### config.mk
export PLATFORM = sky130hd
export DESIGN_NAME = lane_char_gen
export DESIGN_NICKNAME = d
export VERILOG_FILES = /design/src/rtl/char_gen_pkg.sv /design/src/rtl/radix_add.sv /design/src/rtl/lane_char_gen.sv
export SDC_FILE = /design/constraint.sdc
export NUM_CORES = 1
export LEC_CHECK = 0
export ABC_AREA = 1
export CAP_MARGIN = 20
export CORE_MARGIN = 2
export CORE_UTILIZATION = 40
export CTS_BUF_LIST = sky130_fd_sc_hd__clkbuf_16
export CTS_CLUSTER_DIAMETER = 200
export DETAILED_ROUTE_END_ITERATION = 10
export MAX_ROUTING_LAYER = met4
export PLACE_DENSITY_LB_ADDON = 0.15
export SKIP_LAST_GASP = 1
export SYNTH_ARGS = -nofsm -noshare
export SYNTH_HDL_FRONTEND = slang
export SYNTH_SLANG_ARGS = --single-unit
### constraint.sdc
create_clock -name clk -period 23.8 [get_ports clk]
set_input_delay 4.76 -clock clk [delete_from_list [all_inputs] [get_ports clk]]
set_output_delay 4.76 -clock clk [all_outputs]
set_load 0.005 [all_outputs]
### src/rtl/char_gen_pkg.sv
// Shared state encoding and field widths for the lane-parallel candidate generator.
package char_gen_pkg;

  typedef enum logic [1:0] {
    ST_IDLE = 2'd0,
    ST_RUN  = 2'd1,
    ST_DONE = 2'd2
  } state_e;

  localparam int CNT_W     = 64;
  localparam int OFFSET_W  = 6;
  localparam int MAXCH_W   = 4;
  localparam int CHARSET_W = 7;
  localparam int LEN_W     = 4;

endpackage

### src/rtl/radix_add.sv
// Adds a small constant (at most the radix) to an L-digit radix-N number; a carry
// out of the top digit grows the length by one with the new top digit at zero.
module radix_add
  import char_gen_pkg::*;
#(
  parameter int MAX_CHARS = 8,
  parameter int CHAR_W    = 7
) (
  input  logic [MAX_CHARS*CHAR_W-1:0] digits_i,
  input  logic [LEN_W-1:0]            len_i,
  input  logic [CHAR_W-1:0]           radix_i,
  input  logic [CHAR_W-1:0]           addend_i,
  output logic [MAX_CHARS*CHAR_W-1:0] digits_o,
  output logic [LEN_W-1:0]            len_o
);

  logic [CHAR_W:0] sum;
  logic [CHAR_W:0] carry;

  always_comb begin
    digits_o = '0;
    len_o    = len_i;
    sum      = '0;
    carry    = {1'b0, addend_i};
    for (int d = 0; d < MAX_CHARS; d++) begin
      if (d < int'(len_i)) begin
        sum = {1'b0, digits_i[d*CHAR_W +: CHAR_W]} + carry;
        // addend <= radix and digit < radix, so one subtraction always normalises
        if (sum >= {1'b0, radix_i}) begin
          digits_o[d*CHAR_W +: CHAR_W] = CHAR_W'(sum - {1'b0, radix_i});
          carry = (CHAR_W+1)'(1);
        end else begin
          digits_o[d*CHAR_W +: CHAR_W] = sum[CHAR_W-1:0];
          carry = '0;
        end
      end
    end
    if (carry != '0) begin
      len_o = len_i + LEN_W'(1);
    end
  end

endmodule

### src/rtl/lane_char_gen.sv
// Enumerates radix-N candidates of length 1..max_characters, LANES consecutive
// candidates per ready/valid beat, with a running count of real candidates.
module lane_char_gen
  import char_gen_pkg::*;
#(
  parameter int LANES     = 4,
  parameter int MAX_CHARS = 8,
  parameter int CHAR_W    = 7
) (
  input  logic                              clk,
  input  logic                              reset,
  input  logic                              start,
  input  logic [OFFSET_W-1:0]               start_offset,
  input  logic [MAXCH_W-1:0]                max_characters,
  input  logic [CHARSET_W-1:0]              charset_size,
  output logic                              word_valid,
  input  logic                              word_ready,
  output logic [LANES*MAX_CHARS*CHAR_W-1:0] digits_out,
  output logic [LANES*LEN_W-1:0]            length_out,
  output logic [LANES-1:0]                  lane_valid,
  output logic [OFFSET_W-1:0]               offset_out,
  output logic [CNT_W-1:0]                  word_counter,
  output logic                              finished,
  output logic                              config_err
);

  localparam int DW = MAX_CHARS * CHAR_W;

  state_e                state_q, state_d;
  logic [DW-1:0]         base_q, base_d;
  logic [LEN_W-1:0]      base_len_q, base_len_d;
  logic [MAXCH_W-1:0]    max_q, max_d;
  logic [CHARSET_W-1:0]  n_q, n_d;
  logic [OFFSET_W-1:0]   offset_q, offset_d;
  logic [CNT_W-1:0]      cnt_q, cnt_d;
  logic                  fin_q, fin_d;
  logic                  err_q, err_d;

  logic [DW-1:0]         lane_dig [LANES];
  logic [LEN_W-1:0]      lane_len [LANES];
  logic [LANES-1:0]      lane_ok;
  logic [DW-1:0]         next_dig;
  logic [LEN_W-1:0]      next_len;
  logic [CNT_W-1:0]      pop;
  logic                  run;
  logic                  cfg_bad;
  logic [CHAR_W-1:0]     radix;

  assign run   = (state_q == ST_RUN);
  assign radix = CHAR_W'(n_q);

  generate
    for (genvar gi = 0; gi < LANES; gi++) begin : g_lane
      radix_add #(.MAX_CHARS(MAX_CHARS), .CHAR_W(CHAR_W)) u_lane (
        .digits_i (base_q),
        .len_i    (base_len_q),
        .radix_i  (radix),
        .addend_i (CHAR_W'(gi)),
        .digits_o (lane_dig[gi]),
        .len_o    (lane_len[gi])
      );
      assign lane_ok[gi] = (lane_len[gi] <= max_q);
      // Lane outputs read as zero outside RUN so reset and idle look clean.
      assign digits_out[gi*DW +: DW]       = run ? lane_dig[gi] : '0;
      assign length_out[gi*LEN_W +: LEN_W] = run ? lane_len[gi] : '0;
      assign lane_valid[gi]                = run & lane_ok[gi];
    end
  endgenerate

  radix_add #(.MAX_CHARS(MAX_CHARS), .CHAR_W(CHAR_W)) u_base (
    .digits_i (base_q),
    .len_i    (base_len_q),
    .radix_i  (radix),
    .addend_i (CHAR_W'(LANES)),
    .digits_o (next_dig),
    .len_o    (next_len)
  );

  always_comb begin
    pop = '0;
    for (int i = 0; i < LANES; i++) begin
      pop = pop + CNT_W'(lane_ok[i]);
    end
  end

  assign cfg_bad = (charset_size < CHARSET_W'(2)) || (int'(charset_size) < LANES) ||
                   (max_characters == '0) || (int'(max_characters) > MAX_CHARS);

  always_comb begin
    state_d    = state_q;
    base_d     = base_q;
    base_len_d = base_len_q;
    max_d      = max_q;
    n_d        = n_q;
    offset_d   = offset_q;
    cnt_d      = cnt_q;
    fin_d      = fin_q;
    err_d      = err_q;
    if (run && word_ready) begin
      base_d     = next_dig;
      base_len_d = next_len;
      cnt_d      = cnt_q + pop;
      if (!(&lane_ok) || (next_len > max_q)) begin
        state_d = ST_DONE;
        fin_d   = 1'b1;
      end
    end
    // A start overrides any beat accepted in the same cycle.
    if (start) begin
      max_d      = max_characters;
      n_d        = charset_size;
      offset_d   = start_offset;
      cnt_d      = '0;
      base_d     = '0;
      base_len_d = LEN_W'(1);
      err_d      = cfg_bad;
      fin_d      = cfg_bad;
      state_d    = cfg_bad ? ST_DONE : ST_RUN;
    end
  end

  always_ff @(posedge clk or negedge reset) begin
    if (!reset) begin
      state_q    <= ST_IDLE;
      base_q     <= '0;
      base_len_q <= '0;
      max_q      <= '0;
      n_q        <= '0;
      offset_q   <= '0;
      cnt_q      <= '0;
      fin_q      <= 1'b0;
      err_q      <= 1'b0;
    end else begin
      state_q    <= state_d;
      base_q     <= base_d;
      base_len_q <= base_len_d;
      max_q      <= max_d;
      n_q        <= n_d;
      offset_q   <= offset_d;
      cnt_q      <= cnt_d;
      fin_q      <= fin_d;
      err_q      <= err_d;
    end
  end

  assign word_valid   = run;
  assign offset_out   = offset_q;
  assign word_counter = cnt_q;
  assign finished     = fin_q;
  assign config_err   = err_q;

endmodule
======== Word-level counts from Yosys, hierarchy flattened ========
Index checks and enable logic that the tools add are counted.
word-level totals
  flip-flop bits (word level) ............. 145
  input bits .............................. 21
  word-level logic and storage cells ...... 356
cells by class
  $add $sub $neg .......................... 84
  magnitude comparators ................... 56
  equality and inequality tests ........... 1
  mux-type cells .......................... 186
  bitwise logic cells ..................... 4
  reductions and logical operators ........ 16
operator list
  kind                                                                           number
  7-bit 2-to-1 mux                                                               80
  56-bit 2-to-1 mux                                                              6
  8-bit 2-to-1 mux                                                               40
  8-bit by 7-bit greater-or-equal comparator with 1-bit output                   39
  7-bit by 8-bit adder with 8-bit output                                         35
  7-bit subtractor                                                               40
  64-bit 2-to-1 mux                                                              2
  64-bit by 4-bit adder with 64-bit output                                       1
  4-bit 2-to-1 mux                                                               11
  1-bit 2-to-1 mux                                                               43
  8-bit nonzero test                                                             5
  7-bit by 2-bit adder with 8-bit output (second input constant)                 2
  4-bit <= comparator                                                            4
  3-bit by 4-bit less-than comparator with 1-bit output (first input constant)   4
  7-bit by 1-bit adder with 8-bit output (second input constant)                 1
  7-bit by 3-bit adder with 8-bit output (second input constant)                 1
  1-bit by 4-bit less-than comparator with 1-bit output (first input constant)   2
  2-bit by 4-bit less-than comparator with 1-bit output (first input constant)   2
  2-bit 2-to-1 mux                                                               4
  7-bit greater-or-equal comparator                                              1
  7-bit by 2-bit less-than comparator with 1-bit output (second input constant)  1
  7-bit by 3-bit less-than comparator with 1-bit output (second input constant)  1
  3-bit by 1-bit adder with 4-bit output                                         1
  4-bit by 1-bit adder with 4-bit output (second input constant)                 1
  13 further kinds                                                               20

======== Logic depth before layout (Yosys ltp) ========
  word-level depth ........................ 41
  gate-level depth with buffers ........... 138
  gate-level depth less buffers ........... 138

======== Cells and area by module ========
Synthesis repeated with hierarchy kept, for this count alone.
unflattened totals
  cell total of the unflattened synthesis .. 5699
  area, all modules ....................... 37044.3 um^2
by module, submodules not included
  module                            times used  cells each  area an instance (um^2)  seq. area each (um^2)
  radix_add (g_lane[0].u_lane ...)  2           841         5447.7                   0.0
  lane_char_gen                     1           1505        9813.2                   3603.5
  radix_add (u_base)                1           831         5464.0                   0.0
  radix_add (g_lane[2].u_lane)      1           838         5436.5                   0.0
  radix_add (g_lane[3].u_lane)      1           843         5435.2                   0.0

======== Least setup slack after synthesis ========
No wires, ideal clock.
  path type ............................... register -> output
  start ................................... register n_q[1]
  end ..................................... output port lane_valid[2]
  data arrival time ....................... 18.861 ns
  data required time ...................... 19.040 ns
  setup slack ............................. 0.179 ns
  cell stages (with the launch flop) ...... 104
  path buffers ............................ 0
  cells stage by stage .................... dfrtp_1 > inv_1 > ha_1 > nand3_1 > nor2_1 > nor2_1 > nand2_2 > inv_1 > nor2_1 > ha_1 > inv_1 > fa_1 > nor4_1 > xor2_1 > ha_1 > nand3_1 > nand2_1 > nor2_1 > [68 not listed] > o21ai_0 > nand2_1 > a21oi_1 > inv_1 > a21oi_1 > nor2_1 > inv_1 > o211ai_1 > nand2_1 > nand4_1 > nand2_1 > inv_1 > ha_1 > inv_1 > nor2_1 > o21ai_0 > a32oi_1 > nor2_1
between the ends
  cells in the longest elaborated chain, start to end .. 35
ends and longest elaborated chain
  what                                                          RTL line              source
  start: declaration                                            lane_char_gen.sv:33   logic [CHARSET_W-1:0] n_q, n_d;
  start signal: assignment                                      lane_char_gen.sv:138  n_q <= n_d;
  8-bit by 7-bit greater-or-equal comparator with 1-bit output  radix_add.sv:29       if (sum >= {1'b0, radix_i}) begin
  1-bit 2-to-1 mux                                              radix_add.sv:29
  8-bit 2-to-1 mux                                              radix_add.sv:26       if (d < int'(len_i)) begin
  7-bit by 8-bit adder with 8-bit output                        radix_add.sv:27       sum = {1'b0, digits_i[d*CHAR_W +: CHAR_W]} + carry;
  8-bit by 7-bit greater-or-equal comparator with 1-bit output  radix_add.sv:29
  1-bit 2-to-1 mux                                              radix_add.sv:29
  8-bit 2-to-1 mux                                              radix_add.sv:26
  7-bit by 8-bit adder with 8-bit output                        radix_add.sv:27
  [19 not listed]                                               n/a
  7-bit by 8-bit adder with 8-bit output                        radix_add.sv:27
  8-bit by 7-bit greater-or-equal comparator with 1-bit output  radix_add.sv:29
  1-bit 2-to-1 mux                                              radix_add.sv:29
  8-bit 2-to-1 mux (*)                                          radix_add.sv:26
  8-bit nonzero test (*)                                        radix_add.sv:38       if (carry != '0) begin
  4-bit 2-to-1 mux (*)                                          radix_add.sv:38
  4-bit <= comparator (*)                                       lane_char_gen.sv:62   assign lane_ok[gi] = (lane_len[gi] <= max_q);
  1-bit bitwise AND (*)                                         lane_char_gen.sv:66   assign lane_valid[gi] = run & lane_ok[gi];
  end: declaration                                              lane_char_gen.sv:20   output logic [LANES-1:0] lane_valid,
Mark *: on every way between the ends. The rest lies on a longest branch, timed or not.

======== Final worst setup path ========
  start ................................... register base_q[1]
  end ..................................... output port lane_valid[3]
between the ends
  cells in the longest elaborated chain, start to end .. 36
ends and longest elaborated chain
  what                                                              RTL line              source
  start: declaration                                                lane_char_gen.sv:30   logic [DW-1:0] base_q, base_d;
  start signal: assignment                                          lane_char_gen.sv:135  base_q <= base_d;
  7-bit by 2-bit adder with 8-bit output (*)                        radix_add.sv:27
  8-bit by 7-bit greater-or-equal comparator with 1-bit output (*)  radix_add.sv:29
  1-bit 2-to-1 mux (*)                                              radix_add.sv:29
  8-bit 2-to-1 mux (*)                                              radix_add.sv:26
  7-bit by 8-bit adder with 8-bit output                            radix_add.sv:27
  8-bit by 7-bit greater-or-equal comparator with 1-bit output      radix_add.sv:29
  1-bit 2-to-1 mux                                                  radix_add.sv:29
  8-bit 2-to-1 mux (*)                                              radix_add.sv:26
  [20 not listed]                                                   n/a
  7-bit by 8-bit adder with 8-bit output                            radix_add.sv:27
  8-bit by 7-bit greater-or-equal comparator with 1-bit output      radix_add.sv:29
  1-bit 2-to-1 mux                                                  radix_add.sv:29
  8-bit 2-to-1 mux (*)                                              radix_add.sv:26
  8-bit nonzero test (*)                                            radix_add.sv:38
  4-bit 2-to-1 mux (*)                                              radix_add.sv:38
  4-bit <= comparator (*)                                           lane_char_gen.sv:62
  1-bit bitwise AND (*)                                             lane_char_gen.sv:66
Marked as above.

==> impl_metrics.json <==
{
  "ys_warn_count": 0,
  "drtIter0Drc": 1873,
  "hp-class": "flip-flop to flip-flop",
  "combPwrFrac_pct": 60.0,
  "power.leakage_nw": 16.2,
  "finalMaxSlewViolations": 0,
  "p_seq_share_pct": 19.7,
  "nFillCells": 6591,
  "vias": 27800,
  "io_pins": 338,
  "cts_buffers": 17,
  "status": "finished, final reports clean",
  "grt_pass1_wl_um": 147000,
  "swShare_pct": 47.7,
  "dr.pass1.iters": 5,
  "multi_input_area_sq_um": 21400,
  "yosys_register_bits": 144,
  "areaGrowthSynthToFinish_pct": 25.8,
  "grt_use_met2_pct": 44.9,
  "p_switching_uw": 628,
  "fp.dieW_um": 262,
  "drc": 0,
  "htreeDepth": 4,
  "synth_cell_types": 69,
  "required_ns": 19.04,
  "design_area_sq_um": 33400,
  "dieArea_sq_um": 68500,
  "end_kind": "output port",
  "rsz0062_at_grt": "true",
  "port_buffers": 337,
  "startpoint_type": "flip-flop",
  "insertion_delay_ns": 0.49,
  "final-setup-viol-count": 0,
  "worst_pin_slew_ns": 1.12,
  "nets": 4768,
  "seq_area_sq_um": 3610,
  "finalCritPeriodShare_pct": 96.1,
  "critPathSlowestCell": "fa_2",
  "gp_congestion": 0.971,
  "skew_ns": 0.0100,
  "grt_max_degree": 87,
  "peakVddDrop_v": 0.0000525,
  "grt-ovfl-total": 0,
  "worstSetupPathType": "flip-flop to output port",
  "place_area_sq_um": 31000,
  "cpLargestDelayFamily": "adder cells",
  "dominantRegCellSynth": "dfrtp_1",
  "finalNonFillerCells": 5198,
  "met1_usage_pct": 37.3,
  "grt_usage_pct": 28.2,
  "busiest_layer": "met2",
  "drt-total-wl_um": 96300,
  "drive_gt1_share_pct": 12.5,
  "cap_violations": 0,
  "final_core_utilization_pct": 50.9,
  "syn_area_sq_um": 26600,
  "postRouteAntennaNets": 0,
  "cp_max_fo": 5,
  "place_hpwl_um": 72300,
  "whs_ns": 0.478,
  "place_inst": 5070,
  "start_util_pct": 40.4,
  "rows": 94,
  "pwr-share-clk_pct": 20.2,
  "cts_root_buf": "clkbuf_16",
  "r2r_setup_slack_ns": 3.10,
  "via_per_inst": 5.35,
  "clockBufferDepth": 2,
  "fin_crit_ns": 22.88,
  "synthCells": 3911,
  "synth_edf_count": 0,
  "synth_nets": 4363,
  "clock-sinks": 144,
  "antenna_found_initial": 5,
  "cts_tree": "done",
  "grt_pass1_vias": 26600,
  "cpPeakStageDelay_ns": 0.54,
  "synthArstFlopShare_pct": 100,
  "routedWlPerCell_um": 18.5,
  "p_int_uw": 690,
  "core_sq_um": 65700,
  "die_h_um": 262,
  "path_clk_slew_ns": 0.07,
  "cp_num_buf_inv": 22,
  "globalRouteMet3Util_pct": 4.93,
  "avgSynthCellArea_sq_um": 6.80,
  "fmax_mhz": 43.7,
  "worstPathArrival_ns": 18.12,
  "yosysSeqAreaShare_pct": 13.6,
  "maxSlewHeadroom_pct": 25.4,
  "worst_path_most_repeated_cell": "nand2_1",
  "final_hold_viol_count": 0,
  "powerDensity_nw_per_um2": 39.4
}
[cell usage in the layout, fill, tap and decap left out, types with 18 or more instances in the layout]
master           Yosys  routed
nand2_1            597     569
inv_1              552     525
nor2_1             456     439
ha_1               375     332
clkdlybuf4s50_1      0     331
a21oi_1            270     260
xor2_1             271     255
o21ai_0            221     196
a211oi_1           162     160
buf_4               10     150
dfrtp_1            144     141
nand3_1            133     123
nor3_1             106      99
xnor2_1             59      55
nand4_1             48      48
inv_2               19      45
nand2_2             16      42
nand3_2             27      37
fa_1                56      35
nor4_1              36      27
ha_4                 0      26
nor2_2              10      24
o21ai_2              4      23
o21ai_1             16      22
and2_1              28      22
fa_2                 0      21
a21o_1              18      18
o21bai_1            19      18
[area by class of cell]
| class | count | share of cell area (%) |
|---|---|---|
| clock inverters | 15 | 0.382 |
| multi-input cells | 3082 | 64.1 |
| repair buffers | 489 | 13.6 |
| diodes | 5 | 0.0374 |
| inverters | 582 | 6.61 |
| flip-flops and latches | 144 | 10.8 |
| clock buffers | 17 | 1.27 |
| well taps | 864 | 3.23 |
[sequential cells by signal, indices dropped and copies added, names as in the netlist]
signal / count
word_counter: 64
base_q: 56
max_q: 4
n_q: 7
base_len_q: 4
state_q: 2
config_err: 1
offset_out: 6
[per-stage QoR]
stage          worst slack, ns  setup TNS, ns  power (mW)
6_report                 0.919              0        1.32
2_1_floorplan            0.179              0       0.759
3_3_place_gp             0.178              0       0.998
3_5_place_dp            -0.260         -0.467       0.998
5_1_grt                 -0.214         -0.590        1.43
4_1_cts                -0.0312        -0.0312        1.28
[metal layers]
layer / wire (um) / share of wire [%]
met1: 44400 / 46
met2: 44600 / 46
met3: 5510 / 5.7
met4: 1840 / 1.9
met5: 0 / 0
[power groups by stage]
| stage | Clock (mW) | Combinational (mW) | Sequential [mW] |
|---|---|---|---|
| 2_1_floorplan | 0 | 0.493 | 0.266 |
| 3_3_place_gp | 0 | 0.733 | 0.265 |
| 3_5_place_dp | 0 | 0.733 | 0.265 |
| 4_1_cts | 0.275 | 0.744 | 0.260 |
| 5_1_grt | 0.283 | 0.884 | 0.261 |
| 6_report | 0.267 | 0.791 | 0.260 |
[kinds of logic (layout without fill, tap and decap cells)]
logic type / Yosys count / in the layout / synth area share [%]
xor gates and xnor gates: 330 / 330 / 10.9
buffers and inverters: 685 / 1103 / 10.0
DFF: 144 / 144 / 13.6
adders and majority gates: 431 / 431 / 21.9
and+or+nand+nor: 1518 / 1518 / 25.6
AOI/OAI and AO/OA: 803 / 803 / 18.1
other: 0 / 5 / 0
[final timing paths]
kind | from | cells after the start | to
max | base_q[1] | 119 | lane_valid[3]
min | offset_out[4] | 2 | offset_out[4]
max reg2reg | base_q[1] | 129 | word_counter[56]
min reg2reg | offset_out[4] | 2 | offset_out[4]
max in group asynchronous | reset | 2 | n_q[0]
min in group asynchronous | reset | 1 | offset_out[0]
[repair_timing]
item,4_1_cts,5_1_grt
endpoints found under the setup margin,16,48
pin swaps,9,112
gates resized for setup,45,232
buffers inserted,26,64
hold buffers,0,0
[worst reg2reg max path: cells and delay by family, from the launching register on]
kind / cells / cell delay (ns)
fa+ha+maj: 27 / 8.41
compound gates: 17 / 2.50
buf+inv: 27 / 2.26
xor+xnor: 6 / 1.14
flops: 1 / 0.40
simple gates: 52 / 5.91
[cell usage after synthesis (all sizes together), types with 4 or more instances]
library cell  instances  share of area (%)
or2                  16               0.38
a211oi              162                4.6
nand4                51                1.3
clkbuf               72                1.0
a21oi               272                5.1
clkinv                7               0.12
dfrtp               144                 14
nand2               617                9.0
xnor2                59                1.9
nor2                470                6.9
o22ai                 7               0.16
a31oi                10               0.24
a21o                 18               0.51
nor4                 37               0.89
ha                  375                 18
a221oi               10               0.33
xor2                271                8.9
nand3b               12               0.34
nor3                112                2.2
a32o                  7               0.26
fa                   56                4.2
nand3               161                3.6
o21ai               241                4.6
nor3b                 5               0.14
buf                  31               0.69
o31ai                 7               0.20
or3                   6               0.14
a311oi                4               0.13
and2                 28               0.66
o21bai               19               0.54
o21a                 11               0.31
o221ai                4               0.13
inv                 575                8.2
o211ai               15               0.42
(Power assumes the default switching activity.)
